`src/rtl/kmeans_pkg.sv`:
```
// Shared types, default widths and the saturating adder for the K-means
// nearest-centroid datapath.
package kmeans_pkg;

  localparam int DEF_DATA_W = 32;
  localparam int DEF_DIST_W = 40;
  localparam int DEF_K_MAX  = 16;
  localparam int DEF_IDX_W  = $clog2(DEF_K_MAX);

  typedef enum logic {ACC, HOLD} state_e;

  typedef logic [DEF_DIST_W-1:0] dist_t;
  typedef logic [DEF_IDX_W-1:0]  idx_t;

  // Adds two unsigned values and clamps to 2^w-1 (w <= 63); ovf flags a clamp.
  function automatic logic [63:0] sat_add(input logic [63:0] a,
                                          input logic [63:0] b,
                                          input int unsigned w,
                                          output logic ovf);
    logic [64:0] sum;
    logic [64:0] lim;
    sum = {1'b0, a} + {1'b0, b};
    lim = (65'd1 << w) - 65'd1;
    ovf = (sum > lim);
    return ovf ? lim[63:0] : sum[63:0];
  endfunction

endpackage

```
`src/rtl/abs_diff.sv`:
```
// Combinational |a - b| for signed operands, widened by one bit so the
// magnitude never wraps.
module abs_diff
  import kmeans_pkg::*;
#(
  parameter int DATA_W = DEF_DATA_W
) (
  input  logic [DATA_W-1:0] a,
  input  logic [DATA_W-1:0] b,
  output logic [DATA_W:0]   mag
);

  logic            op;
  logic [DATA_W:0] a_x;
  logic [DATA_W:0] b_x;
  logic [DATA_W:0] diff;

  // Same add/subtract form as the upstream unit: subtract = invert b, carry-in 1.
  assign op = 1'b1;

  always_comb begin
    a_x  = {a[DATA_W-1], a};
    b_x  = {b[DATA_W-1], b} ^ {(DATA_W+1){op}};
    diff = a_x + b_x + (DATA_W+1)'(op);
    mag  = diff[DATA_W] ? (~diff + (DATA_W+1)'(1)) : diff;
  end

endmodule

```
`src/rtl/kmeans_nearest_centroid.sv`:
```
// Streaming L1 distance accumulator with argmin across centroids; one
// result per query point, held until the consumer takes it.
module kmeans_nearest_centroid
  import kmeans_pkg::*;
#(
  parameter int DATA_W = DEF_DATA_W,
  parameter int DIST_W = DEF_DIST_W,
  parameter int K_MAX  = DEF_K_MAX,
  parameter int IDX_W  = $clog2(K_MAX)
) (
  input  logic              clk,
  input  logic              rst_n,
  input  logic              in_valid,
  output logic              in_ready,
  input  logic [DATA_W-1:0] pt_coord,
  input  logic [DATA_W-1:0] ctr_coord,
  input  logic              last_dim,
  input  logic              last_ctr,
  output logic              out_valid,
  input  logic              out_ready,
  output logic [IDX_W-1:0]  out_idx,
  output logic [DIST_W-1:0] out_dist,
  output logic              out_ovf
);

  state_e              state_q, state_d;
  logic [DIST_W-1:0]   acc_q, acc_d;
  logic [DIST_W-1:0]   min_dist_q, min_dist_d;
  logic [IDX_W-1:0]    min_idx_q, min_idx_d;
  logic [IDX_W-1:0]    ctr_cnt_q, ctr_cnt_d;
  logic                seen_q, seen_d;
  logic                ovf_q, ovf_d;
  logic [IDX_W-1:0]    out_idx_q, out_idx_d;
  logic [DIST_W-1:0]   out_dist_q, out_dist_d;
  logic                out_ovf_q, out_ovf_d;

  logic [DATA_W:0]     mag;
  logic [DIST_W-1:0]   cand;
  logic                sat_ovf;
  logic                take;

  abs_diff #(.DATA_W(DATA_W)) u_abs_diff (
    .a   (pt_coord),
    .b   (ctr_coord),
    .mag (mag)
  );

  always_comb begin
    sat_ovf = 1'b0;
    cand    = DIST_W'(sat_add(64'(acc_q), 64'(mag), DIST_W, sat_ovf));
  end

  always_comb begin
    state_d    = state_q;
    acc_d      = acc_q;
    min_dist_d = min_dist_q;
    min_idx_d  = min_idx_q;
    ctr_cnt_d  = ctr_cnt_q;
    seen_d     = seen_q;
    ovf_d      = ovf_q;
    out_idx_d  = out_idx_q;
    out_dist_d = out_dist_q;
    out_ovf_d  = out_ovf_q;
    take       = 1'b0;
    in_ready   = (state_q == ACC);
    out_valid  = (state_q == HOLD);

    unique case (state_q)
      ACC: begin
        if (in_valid) begin
          acc_d = cand;
          ovf_d = ovf_q | sat_ovf;
          if (last_dim) begin
            take   = !seen_q || (cand < min_dist_q);
            seen_d = 1'b1;
            acc_d  = '0;
            if (take) begin
              min_dist_d = cand;
              min_idx_d  = ctr_cnt_q;
            end
            // Counter saturates at K_MAX-1; extra centroids alias onto it.
            if (ctr_cnt_q == IDX_W'(K_MAX - 1)) begin
              if (!last_ctr) ovf_d = 1'b1;
            end else begin
              ctr_cnt_d = ctr_cnt_q + IDX_W'(1);
            end
            if (last_ctr) begin
              out_idx_d  = take ? ctr_cnt_q : min_idx_q;
              out_dist_d = take ? cand : min_dist_q;
              out_ovf_d  = ovf_d;
              state_d    = HOLD;
            end
          end
        end
      end
      HOLD: begin
        if (out_ready) begin
          state_d    = ACC;
          acc_d      = '0;
          ctr_cnt_d  = '0;
          min_dist_d = '0;
          min_idx_d  = '0;
          seen_d     = 1'b0;
          ovf_d      = 1'b0;
        end
      end
      default: state_d = ACC;
    endcase
  end

  always_ff @(posedge clk or negedge rst_n) begin
    if (!rst_n) begin
      state_q    <= ACC;
      acc_q      <= '0;
      min_dist_q <= '0;
      min_idx_q  <= '0;
      ctr_cnt_q  <= '0;
      seen_q     <= 1'b0;
      ovf_q      <= 1'b0;
      out_idx_q  <= '0;
      out_dist_q <= '0;
      out_ovf_q  <= 1'b0;
    end else begin
      state_q    <= state_d;
      acc_q      <= acc_d;
      min_dist_q <= min_dist_d;
      min_idx_q  <= min_idx_d;
      ctr_cnt_q  <= ctr_cnt_d;
      seen_q     <= seen_d;
      ovf_q      <= ovf_d;
      out_idx_q  <= out_idx_d;
      out_dist_q <= out_dist_d;
      out_ovf_q  <= out_ovf_d;
    end
  end

  assign out_idx  = out_idx_q;
  assign out_dist = out_dist_q;
  assign out_ovf  = out_ovf_q;

endmodule

```
`config.mk`:
```
export PLATFORM = sky130hd
export DESIGN_NAME = kmeans_nearest_centroid
export DESIGN_NICKNAME = d
export VERILOG_FILES = /design/src/rtl/kmeans_pkg.sv /design/src/rtl/abs_diff.sv /design/src/rtl/kmeans_nearest_centroid.sv
export SDC_FILE = /design/constraint.sdc
export NUM_CORES = 1
export LEC_CHECK = 0
export ABC_CLOCK_PERIOD_IN_PS = 6700
export CAP_MARGIN = 30
export CORE_ASPECT_RATIO = 0.5
export CORE_MARGIN = 2
export CORE_UTILIZATION = 66
export DETAILED_ROUTE_END_ITERATION = 10
export DONT_BUFFER_PORTS = 1
export PLACE_DENSITY = 0.93
export SYNTH_ARGS = -nofsm -noshare
export SYNTH_HDL_FRONTEND = slang
export SYNTH_SLANG_ARGS = --single-unit
```
`constraint.sdc`:
```
create_clock -name clk -period 6.7 [get_ports clk]
set_clock_uncertainty 0.2 [all_clocks]
set_input_delay 2.01 -clock clk [delete_from_list [all_inputs] [get_ports clk]]
set_output_delay 2.01 -clock clk [all_outputs]
set_load 0.05 [all_outputs]
```
==> metrics.md, run 1 <==
| Metric | Value |
|---|---|
| Net count after synthesis | `~1,700` |
| Share of the synthesized area in the top cell type | `0.290` |
| Post_cts resized | `about 250` |
| Most frequent cell after synthesis | `nand2_1` |
| Root buffer cell | `clkbuf_16` |
| Synth Instances | `roughly 1,500` |
| Avg Inst Size Synth | `~7.9 um2` |
| Die Ht | `98.2 um` |
| Asr flop ratio synth | `1.00` |
| Err | `[ERROR DPL-0033] detailed placement checks failed during check placement.` |
| Post-synth EDFFs | `0` |
| GPL Wtd Cong | `1.09` |
| H-tree Lvls | `4` |
| Synth area leader | `dfrtp_1` |
| Status | `stopped before the end` |
| Placed cell areas | `roughly 15,000 um2` |
| Clock tree buffer depth | `2` |
| Register area share after synthesis | `0.290` |
| Total setup buffers inserted after CTS | `66` |
| PortBufs | `0` |
| Num CTS Buffers | `17` |
| #FFs+latches synth | `~140` |
| Synth top area cells | `dfrtp_1, ha_1, o21ai_0` |
| Netlist cell types | `78` |
| Clk sinks | `136` |
| I/O Pins | `117` |
| Stopped at | `4_1_cts` |
| Yosys warns | `0` |
| CTS Hold Bufs | `0` |
| Synth top cells by count | `nand2_1, o21ai_0, dfrtp_1` |
| DP Wirelength | `approximately 34 mm` |
| Mapped Area | `~12,000 um2` |
| Chip Width | `192 um` |
| Most used DFF post-synth | `dfrtp_1` |
| Initial core utilization | `0.674` |
| Row cnt | `34` |
-- cells by family after synthesis --
family	after synthesis	synth area share
mux	36	0.0313
compound gates	469	0.254
xor+xnor	76	0.0568
flops	136	0.290
simple gates	465	0.187
buf+inv	188	0.0611
fa+ha+maj	111	0.120
-- per-stage QoR --
stage               std cells  utilization  setup WS, ps
global placement         2006        0.860         -2600
detailed placement       2006        0.860         -3440
floorplan                1481            -         -2180
==> run 2: changes to the inputs <==
--- a/config.mk
+++ b/config.mk
@@ -7,12 +7,11 @@
 export LEC_CHECK = 0
 export ABC_CLOCK_PERIOD_IN_PS = 6700
 export CAP_MARGIN = 30
-export CORE_ASPECT_RATIO = 0.5
 export CORE_MARGIN = 2
-export CORE_UTILIZATION = 66
+export CORE_UTILIZATION = 40
 export DETAILED_ROUTE_END_ITERATION = 10
 export DONT_BUFFER_PORTS = 1
-export PLACE_DENSITY = 0.93
+export PLACE_DENSITY_LB_ADDON = 0.15
 export SYNTH_ARGS = -nofsm -noshare
 export SYNTH_HDL_FRONTEND = slang
 export SYNTH_SLANG_ARGS = --single-unit
==> run 2 against run 1 <==
The flow now finishes, with violations (setup timing). Synthesized cell count unchanged. Area after synthesis unchanged.
==> metrics.md, run 2 <==
| Metric | Value |
|---|---|
| Final worst setup slack | `-2410 ps` |
| CTS tree | `done` |
| Initial antenna violation count | `0` |
| Vias per cell | `5.35` |
| Initial core utilization | `0.407 (was 0.674)` |
| Asr flop ratio synth | `1.00 (unchanged)` |
| Num CTS Buffers | `17 (unchanged)` |
| Synth Instances | `1,481 (unchanged)` |
| Slew margin rel. | `0.497` |
| Min-Delay Path Depth | `2` |
| Final Setup Violations | `between 100 and 150` |
| Min cycle time layout | `between 9000 and 10,000 ps` |
| CTS Hold Bufs | `0 (unchanged)` |
| Clk sinks | `136 (unchanged)` |
| Worst skew pair latency | `approximately 440 ps` |
| Hold endpoint | `acc_q[32]` |
| First-pass GRT wire length | `about 63 mm` |
| Most frequent cells in the layout | `buf_4, nand2_1, dfrtp_1, inv_1, ha_1` |
| Most frequent cell after synthesis | `nand2_1 (unchanged)` |
| Non-Filler Instances | `2,266` |
| Synth area leader | `dfrtp_1 (unchanged)` |
| Slowest cell on the critical path | `or4_4` |
| CP arrival | `9200 ps` |
| Actual slew at the worst max-slew pin | `754 ps` |
| DRC | `0` |
| GRT overflow | `0` |
| Peak supply drop | `320 uV` |
| #FFs+latches synth | `136 (unchanged)` |
| Area grow syn2layout | `49.3%` |
| Die area | `between 30,000 and 40,000 um2` |
| Fmax achieved | `0.110 GHz` |
| I/O Pins | `117 (unchanged)` |
| Synth top cells by count | `nand2_1, o21ai_0, dfrtp_1 (unchanged)` |
| Final Hold Vio Count | `0` |
| Register area share after synthesis | `0.290 (unchanged)` |
| Max-cap violation count | `0` |
| Total track usage | `0.253` |
| LEAKAGE | `between 8 and 9 nW` |
| R2r endpoint | `out_dist[15]` |
| Min-delay src | `acc_q[32]` |
| Status | `finished, violations left (was stopped before the end)` |
| RSZ-0062 raised after global routing | `true` |
| Violated checks | `setup timing` |
| Post-route cell area | `roughly 17,000 um2` |
| Yosys warns | `0 (unchanged)` |
| Worst-path clk slew | `roughly 60 ps` |
| DR iter-0 viols | `775` |
| Most used DFF post-synth | `dfrtp_1 (unchanged)` |
| DRT Pass-1 Iters | `5` |
| Crit-path max cell delay | `approximately 420 ps` |
| Root buffer cell | `clkbuf_16 (unchanged)` |
| Period utilisation layout | `1.36` |
| Synth top area cells | `dfrtp_1, ha_1, o21ai_0 (unchanged)` |
| DP Wirelength | `28.2 mm (was 33.8 mm)` |
| CP Class | `input port to flip-flop` |
| Avg Inst Size Synth | `7.91 um2 (unchanged)` |
| Share of the synthesized area in the top cell type | `0.290 (unchanged)` |
| R2R Setup Slk | `approximately 1100 ps` |
| Row cnt | `62 (was 34)` |
| Final net count | `~2,100` |
| PortBufs | `0 (unchanged)` |
| Avg WL per Cell | `between 15 and 20 um` |
| Net count after synthesis | `1,662 (unchanged)` |
| Total number of vias | `between 10,000 and 15,000` |
| Vias in the first global route | `12,200` |
| H-tree Lvls | `4 (unchanged)` |
| Startpoint Class | `input port` |
| Dpl cells | `2,178 (was 2,006)` |
| Critical path data required time | `roughly 6800 ps` |
| Power per cell area | `a little under 600 nW/um2` |
| Final ANT Viol Nets | `0` |
| Post-synth EDFFs | `0 (unchanged)` |
| DRT Wirelength | `between 30 and 40 mm` |
| # fillers | `between 2,000 and 2,500` |
| Hold Slack | `304 ps` |
| Die Ht | `175 um (was 98.2 um)` |
| Largest net degree at the start of global routing | `between 100 and 150` |
| CP Capture Type | `flip-flop` |
| Mapped Area | `11,700 um2 (unchanged)` |
| Placed cell areas | `15,400 um2 (was 15,000 um2)` |
| GPL Wtd Cong | `0.921 (was 1.09)` |
| Crit path from | `pt_coord[0]` |
| Slew Viols, Final | `0` |
| Chip Width | `175 um (was 192 um)` |
| Hold Crit Class | `flip-flop to flip-flop` |
| Clock tree buffer depth | `2 (unchanged)` |
| Commonest non-fill, non-tap cell in the layout | `buf_4` |
| Netlist cell types | `78 (unchanged)` |
| R2r worst-path depth | `26` |
| Share of cells above drive strength 1 | `0.375` |
| Diodes inserted | `0` |
| Max FO, Critical Path | `7` |
| FF-to-FF Start | `acc_q[0]` |
| Core Box Area | `about 29,000 um2` |
==> run 2: cell counts after synthesis <==
No cell type changed its count.
==> run 2: metrics by stage <==
| stage | power, mW | setup TNS (ps) | setup slack [ps] | utilization |
|---|---|---|---|---|
| after CTS | 9.96 | -197700 | -2250 | 0.598 |
| after floorplan | 5.13 | -195470 | -2180 | - |
| after global routing | 10.9 | -257660 | -2820 | 0.608 |
| after global placement | 7.36 | -262380 | -2910 | 0.533 |
| after detailed placement | 7.48 | -277090 | -3040 | 0.534 |
| final | 10.3 | -209500 | -2410 | 0.608 |
==> run 2: timing repair <==
item / CTS / global route
pin swaps: 32 / 25
cloned: 11 / 0
hold endpoints to repair: 0 / 0
setup endpoints to repair: 130 / 130
buffers inserted: 37 / 11
gates resized for setup: 212 / 51
==> run 2: cells by family (layout without fill, tap and decap cells) <==
logic type,after synthesis,count (layout),share of synthesized area
buf+inv,188,589,0.0611
fa+ha+maj,111,111,0.120
compound gates,469,469,0.254
xor+xnor,76,76,0.0568
flops,136,136,0.290
mux,36,36,0.0313
simple gates,465,465,0.187
==> run 2: worst max-delay path, delay by kind of cell <==
kind / cells / cell delay [ps]
AO/OA/AOI/OAI: 13 / 2030
multiplexers: 2 / 590
buffers and inverters: 6 / 690
XOR/XNOR: 1 / 160
adder cells (fa/ha/maj): 4 / 1050
AND/OR/NAND/NOR: 10 / 2650
==> run 2: area by class of cell <==
cell class	count	area, um2	share of cell area
Sequential cell	136	3400	0.195
Tap cell	384	480	0.0275
Multi-Input combinational cell	1157	8720	0.498
Timing Repair Buffer	429	3770	0.215
Inverter	128	523	0.0299
Clock buffer	17	425	0.0243
Clock inverter	15	176	0.0101
==> run 2: power by group <==
group          internal, mW  switching, mW
Sequential             1.09          0.571
Clock                 0.585          0.388
Combinational          3.91           3.71
==> run 2: worst max-delay path by stage <==
stage                      to
4_1_cts         min_dist_q[9]
3_5_place_dp   min_dist_q[36]
6_report         out_dist[15]
5_1_grt         min_dist_q[9]
2_1_floorplan    out_dist[32]
3_3_place_gp   min_dist_q[36]
==> run 2: metal layers <==
metal / wire (um) / share of wire / GRT usage
met4: 977 / 0.026 / 0.0771
met1: 18100 / 0.48 / 0.342
met3: 1510 / 0.040 / 0.0313
met5: 0 / 0 / 0
met2: 17500 / 0.46 / 0.423
(Power assumes the default switching activity.)
==> run 3: changes to the inputs <==
--- a/config.mk
+++ b/config.mk
@@ -9,8 +9,8 @@
 export CAP_MARGIN = 30
 export CORE_MARGIN = 2
 export CORE_UTILIZATION = 40
+export CTS_CLUSTER_DIAMETER = 40
 export DETAILED_ROUTE_END_ITERATION = 10
-export DONT_BUFFER_PORTS = 1
 export PLACE_DENSITY_LB_ADDON = 0.15
 export SYNTH_ARGS = -nofsm -noshare
 export SYNTH_HDL_FRONTEND = slang
==> run 3 against run 2 <==
The run still ends with setup timing left. Via count rose by 7.4%. Die area is the same. First-iteration DRC count is 23% lower. Register-to-register slack improved by 40 ps. Clock power rose by 5%. Sequential cell count unchanged. Maximum frequency decreased by 1.4%. Largest cell class unchanged.
==> metrics.md, run 3 (synthesis results as in run 2) <==
| Metric | Value |
|---|---|
| Share of cells above drive strength 1 | `0.435 (was 0.375)` |
| Core Box Area | `28,800 um2 (unchanged)` |
| Switching Power | `5.02 mW (was 4.67 mW)` |
| Row cnt | `62 (unchanged)` |
| DRT Wirelength | `41.5 mm (was 38.0 mm)` |
| Clk sinks | `136 (unchanged)` |
| Most frequent cells in the layout | `buf_4, nand2_1, dfrtp_1, inv_1 (was buf_4, nand2_1, dfrtp_1, inv_1, ha_1)` |
| CP Capture Type | `flip-flop (unchanged)` |
| Initial antenna violation count | `0 (unchanged)` |
| Diodes inserted | `0 (unchanged)` |
| Clk pwr share | `0.092 (was 0.095)` |
| Fin util | `0.691 (was 0.608)` |
| Flop pwr share | `0.121 (was 0.162)` |
| Final worst setup slack | `-2540 ps (was -2410 ps)` |
| Max-cap violation count | `0 (unchanged)` |
| Slowest cell on the critical path | `a311o_1 (was or4_4)` |
| Startpoint Class | `input port (unchanged)` |
| Period utilisation layout | `1.38 (was 1.36)` |
| Min cycle time layout | `9240 ps (was 9110 ps)` |
| H-tree Lvls | `4 (unchanged)` |
| Hold Slack | `276 ps (was 304 ps)` |
| Die Ht | `175 um (unchanged)` |
| Crit-path max cell delay | `360 ps (was 420 ps)` |
| Power per cell area | `556 nW/um2 (was 587 nW/um2)` |
| Slew margin rel. | `0.508 (was 0.497)` |
| Clock tree buffer depth | `2 (unchanged)` |
| P_int | `6.03 mW (was 5.59 mW)` |
| DR iter-0 viols | `599 (was 775)` |
| Max FO, Critical Path | `8 (was 7)` |
| RSZ-0062 raised after global routing | `true (unchanged)` |
| Critical path data required time | `6810 ps (was 6790 ps)` |
| Final Setup Violations | `130 (was 125)` |
| Die area | `30,700 um2 (unchanged)` |
| LEAKAGE | `9.23 nW (was 8.30 nW)` |
| Avg WL per Cell | `17.1 um (was 16.8 um)` |
| Met1 wire length | `18.4 mm (was 18.1 mm)` |
| Total track usage | `0.262 (was 0.253)` |
| Violated checks | `setup timing (unchanged)` |
| Chip Width | `175 um (unchanged)` |
| Area grow syn2layout | `69.7% (was 49.3%)` |
| R2r worst-path depth | `30 (was 26)` |
| Post-route cell area | `19,900 um2 (was 17,500 um2)` |
| Min-Delay Path Depth | `2 (unchanged)` |
| Met3 Wirelength | `1.73 mm (was 1.51 mm)` |
| Top routing layer in use | `met4 (unchanged)` |
| Num CTS Buffers | `17 (unchanged)` |
| Final ANT Viol Nets | `0 (unchanged)` |
| Fmax achieved | `0.108 GHz (was 0.110 GHz)` |
| Placed cell areas | `16,500 um2 (was 15,400 um2)` |
| PortBufs | `116 (was 0)` |
| CP Class | `input port to flip-flop (unchanged)` |
| Peak supply drop | `385 uV (was 320 uV)` |
| Root buffer cell | `clkbuf_16 (unchanged)` |
| I/O Pins | `117 (unchanged)` |
| Initial core utilization | `0.407 (unchanged)` |
| Status | `finished, violations left (unchanged)` |
| Final net count | `2,215 (was 2,050)` |
| CP arrival | `9350 ps (was 9200 ps)` |
| Worst skew pair latency | `430 ps (was 440 ps)` |
| Fin Setup TNS | `-223,220 ps (was -209,500 ps)` |
| Worst-path clk slew | `60 ps (about the same)` |
| GPL Wtd Cong | `0.894 (was 0.921)` |
| Slew Viols, Final | `0 (unchanged)` |
| Sw Ratio | `0.454 (was 0.455)` |
| Vias in the first global route | `13,000 (was 12,200)` |
| Met2 wire len | `20.3 mm (was 17.5 mm)` |
| Combinational group share of total power | `0.786 (was 0.743)` |
| CTS tree | `done (unchanged)` |
| DRT Pass-1 Iters | `7 (was 5)` |
| Hold Crit Class | `flip-flop to flip-flop (unchanged)` |
| Total number of vias | `13,000 (was 12,100)` |
| Vias per cell | `5.36 (was 5.35)` |
| Overall power | `11.1 mW (was 10.3 mW)` |
| GRT overflow | `0 (unchanged)` |
| Actual slew at the worst max-slew pin | `738 ps (was 754 ps)` |
| DRC | `0 (unchanged)` |
| Largest net degree at the start of global routing | `100 (was 137)` |
| CTS Hold Bufs | `0 (unchanged)` |
| First-pass GRT wire length | `65.0 mm (was 62.7 mm)` |
| Commonest non-fill, non-tap cell in the layout | `buf_4 (unchanged)` |
| Final Hold Vio Count | `0 (unchanged)` |
| DP Wirelength | `29.3 mm (was 28.2 mm)` |
-- run 3: cell count changes in the layout (fill, tap and decap cells not counted), moves of 13 or more --
| cell | change |
|---|---|
| o21ai_2 | +23 |
| nand3_2 | +30 |
| o21ai_0 | -19 |
| clkdlybuf4s50_1 | +79 |
| nand3_1 | -32 |
| inv_1 | -13 |
| ha_1 | -17 |
| buf_6 | +45 |
-- run 3: layer usage --
layer | track usage | up-vias
li1 | - | 6409
met4 | 0.0826 | 0
met1 | 0.340 | 6216
met2 | 0.455 | 332
met3 | 0.0276 | 64
met5 | 0 | -
-- run 3: through the flow --
stage | setup slack, ps | cells
global route | -2770 | 2431
global placement | -3430 | 2291
finish | -2540 | 2431
detailed placement | -3550 | 2292
floorplan | -2180 | 1481
CTS | -2380 | 2410
-- run 3: final timing paths --
path	startpoint	slack [ps]	to
setup / recovery	ctr_coord[15]	-2540	min_dist_q[19]
hold / removal	out_dist[0]	280	out_dist[0]
setup reg to reg	acc_q[0]	1110	min_dist_q[19]
hold reg to reg	out_dist[0]	280	out_dist[0]
max in group asynchronous	rst_n	3970	acc_q[35]
min in group asynchronous	rst_n	1420	out_dist[6]
-- run 3: worst max-delay path: cells and delay by family --
kind / cells / cell delay (ps)
AOI/OAI and AO/OA: 19 / 3490
xor gates and xnor gates: 1 / 250
and+or+nand+nor: 7 / 1040
adders and majority gates: 3 / 690
buffers and inverters: 14 / 1890
-- run 3: timing repair --
| item | 4_1_cts | 5_1_grt |
|---|---|---|
| pin swaps | 122 | 56 |
| gates cloned | 11 | 2 |
| buffers inserted | 77 | 28 |
| endpoints found under the setup margin | 130 | 130 |
| gates resized for setup | 395 | 183 |
-- run 3: power groups by stage --
stage	sequential (mW)	clock [mW]	combinational [mW]
CTS	1.32	1.03	8.08
floorplan	1.58	0	3.55
detailed placement	1.32	0	6.44
global route	1.37	1.06	9.22
finish	1.34	1.02	8.69
global placement	1.31	0	6.34
-- run 3: area by class of cell --
type	instances	area, um2
inverter	128	561
tap	384	480
timing repair buffer	593	5330
sequential	136	3400
fill	2230	8890
multi-input combinational	1158	9480
clock inverter	9	135
clock buffer	23	508
==> run 4: changes to the inputs <==
--- a/config.mk
+++ b/config.mk
@@ -6,12 +6,13 @@
 export NUM_CORES = 1
 export LEC_CHECK = 0
 export ABC_CLOCK_PERIOD_IN_PS = 6700
-export CAP_MARGIN = 30
+export CAP_MARGIN = 20
 export CORE_MARGIN = 2
 export CORE_UTILIZATION = 40
 export CTS_CLUSTER_DIAMETER = 40
 export DETAILED_ROUTE_END_ITERATION = 10
 export PLACE_DENSITY_LB_ADDON = 0.15
+export SETUP_SLACK_MARGIN = 0.15
 export SYNTH_ARGS = -nofsm -noshare
 export SYNTH_HDL_FRONTEND = slang
 export SYNTH_SLANG_ARGS = --single-unit
==> constraint.sdc (replaced) <==
create_clock -name clk -period 6.7 [get_ports clk]
set_clock_uncertainty 0.2 [all_clocks]
set_input_delay 2.01 -clock clk [delete_from_list [all_inputs] [get_ports clk]]
set_output_delay 2.01 -clock clk [all_outputs]
set_load 0.005 [all_outputs]
==> run 4 against run 3 <==
The flow still finishes with violations (setup timing). Critical endpoint is now min_dist_q[27]. Power down 6.1%. Non-clock buffer count is 6 lower. Sequential power is essentially flat. Highest routed layer unchanged.
==> metrics.md, run 4 (synthesis results as in run 2) <==
| Metric | Value |
|---|---|
| CP Capture Type | `flip-flop (unchanged)` |
| PortBufs | `116 (unchanged)` |
| Die Ht | `175 um (unchanged)` |
| Slew Viols, Final | `0 (unchanged)` |
| RSZ-0062 raised after global routing | `true (unchanged)` |
| Clock tree buffer depth | `2 (unchanged)` |
| LEAKAGE | `9.03 nW (was 9.23 nW)` |
| Initial core utilization | `0.407 (unchanged)` |
| DR iter-0 viols | `819 (was 599)` |
| I/O Pins | `117 (unchanged)` |
| H-tree Lvls | `4 (unchanged)` |
| Power per cell area | `536 nW/um2 (was 556 nW/um2)` |
| Worst skew pair latency | `430 ps (about the same)` |
| Period utilisation layout | `1.40 (was 1.38)` |
| CP arrival | `9560 ps (was 9350 ps)` |
| Die area | `30,700 um2 (unchanged)` |
| Fmax achieved | `0.106 GHz (was 0.108 GHz)` |
| Vias per cell | `5.32 (was 5.36)` |
| Hold Crit Class | `flip-flop to flip-flop (unchanged)` |
| Violated checks | `setup timing (unchanged)` |
| Core Box Area | `28,800 um2 (unchanged)` |
| Final worst setup slack | `-2710 ps (was -2540 ps)` |
| Final Hold Vio Count | `0 (unchanged)` |
| GRT overflow | `0 (unchanged)` |
| DP Wirelength | `28.8 mm (was 29.3 mm)` |
| Fin util | `0.673 (was 0.691)` |
| DRT Wirelength | `40.2 mm (was 41.5 mm)` |
| Final ANT Viol Nets | `0 (unchanged)` |
| Final Setup Violations | `130 (unchanged)` |
| Commonest non-fill, non-tap cell in the layout | `buf_4 (unchanged)` |
| Row cnt | `62 (unchanged)` |
| # fillers | `2,345 (was 2,230)` |
| Crit path from | `pt_coord[0] (was ctr_coord[15])` |
| DRC | `0 (unchanged)` |
| Share of cells above drive strength 1 | `0.406 (was 0.435)` |
| Slowest cell on the critical path | `or4_4 (was a311o_1)` |
| Min cycle time layout | `9410 ps (was 9240 ps)` |
| Slew margin rel. | `0.180 (was 0.508)` |
| Total number of vias | `12,900 (was 13,000)` |
| Max-cap violation count | `0 (unchanged)` |
| First-pass GRT wire length | `62.0 mm (was 65.0 mm)` |
| Actual slew at the worst max-slew pin | `1230 ps (was 738 ps)` |
| Largest net degree at the start of global routing | `95 (was 100)` |
| Top routing layer in use | `met4 (unchanged)` |
| Min-delay src | `out_dist[23] (was out_dist[0])` |
| Critical path data required time | `6860 ps (was 6810 ps)` |
| Clk sinks | `136 (unchanged)` |
| Initial antenna violation count | `0 (unchanged)` |
| Diodes inserted | `0 (unchanged)` |
| Vias in the first global route | `12,400 (was 13,000)` |
| Footprint of the multi-input gates | `9210 um2 (was 9480 um2)` |
| FF-to-FF Start | `acc_q[2] (was acc_q[0])` |
| Max FO, Critical Path | `9 (was 8)` |
| Final net count | `2,209 (was 2,215)` |
| Root buffer cell | `clkbuf_16 (unchanged)` |
| Crit-path max cell delay | `540 ps (was 360 ps)` |
| Startpoint Class | `input port (unchanged)` |
| Avg WL per Cell | `16.6 um (was 17.1 um)` |
| Peak supply drop | `361 uV (was 385 uV)` |
| CTS Hold Bufs | `0 (unchanged)` |
| CP Class | `input port to flip-flop (unchanged)` |
| Met3 Wirelength | `1.56 mm (was 1.73 mm)` |
| Area grow syn2layout | `65.3% (was 69.7%)` |
| Status | `finished, violations left (unchanged)` |
| Most frequent cells in the layout | `buf_4, nand2_1, dfrtp_1, o21ai_1 (was buf_4, nand2_1, dfrtp_1, inv_1)` |
| GPL Wtd Cong | `0.890 (was 0.894)` |
| CTS tree | `done (unchanged)` |
| DRT Pass-1 Iters | `8 (was 7)` |
| Worst-path clk slew | `60 ps (about the same)` |
| Seq. cell area | `3400 um2 (unchanged)` |
| Total track usage | `0.249 (was 0.262)` |
| Chip Width | `175 um (unchanged)` |
| Num CTS Buffers | `17 (unchanged)` |
| Overall power | `10.4 mW (was 11.1 mW)` |
| Met1 wire length | `18.5 mm (was 18.4 mm)` |
| Met2 wire len | `19.4 mm (was 20.3 mm)` |
-- run 4: changes by cell type in the layout (fill, tap and decap cells not counted), sizes merged, moves of 2 or more --
cell           before  now
buf               486  471
clkdlybuf4s50      79   87
clkinv              2    7
clkdlybuf4s15       8    4
clkbuf             29   32
bufinv              3    1
clkinvlp            3    1
dlygate4sd2        12   14
-- run 4: final timing paths --
kind / endpoint / slack, ps / cells after the start
max: min_dist_q[27] / -2710 / 37
min: out_dist[23] / 280 / 2
max reg2reg: min_dist_q[27] / 1190 / 26
min reg2reg: out_dist[23] / 280 / 2
max in group asynchronous: min_idx_q[3] / 3680 / 2
min in group asynchronous: out_dist[5] / 1460 / 1
-- run 4: per-layer routing --
layer  up-vias  track usage
met2       348        0.424
met1      6092        0.337
met3        57       0.0259
met4         0       0.0667
li1       6415            -
met5         -            0
-- run 4: critical path, delay by kind of cell --
kind / cells / cell delay [ps]
AO/OA/AOI/OAI: 12 / 2100
XOR/XNOR: 1 / 120
adder cells (fa/ha/maj): 4 / 1130
buffers and inverters: 6 / 550
AND/OR/NAND/NOR: 14 / 3640
-- run 4: metrics by stage --
step                setup TNS (ps)  instance area, um2  worst slack, ps  hold slack [ps]  cells
detailed placement         -363980               16400            -3590              270   2290
floorplan                  -195410               12400            -2180              254   1481
global placement           -343470               16400            -3450              262   2290
global route               -271810               19400            -2890              309   2425
CTS                        -241810               18000            -2610              289   2376
finish                     -249680               19400            -2710              281   2425
-- run 4: final cells by class --
cell class | count | area share
multi-input combinational | 1158 | 0.475
timing repair buffer | 587 | 0.267
sequential | 136 | 0.176
inverter | 128 | 0.0279
clock buffer | 23 | 0.0252
tap | 384 | 0.0248
clock inverter | 9 | 0.00375
-- run 4: report_power, final --
group / internal (mW) / switching (mW)
registers: 1.10 / 0.231
logic: 4.18 / 3.97
clock network: 0.544 / 0.358
-- run 4: what timing repair did --
action,CTS,global route
setup endpoints to repair,130,130
pin swaps,74,79
endpoints found under the hold margin,0,0
buffers inserted,49,41
cloned,5,8
gates resized for setup,212,248
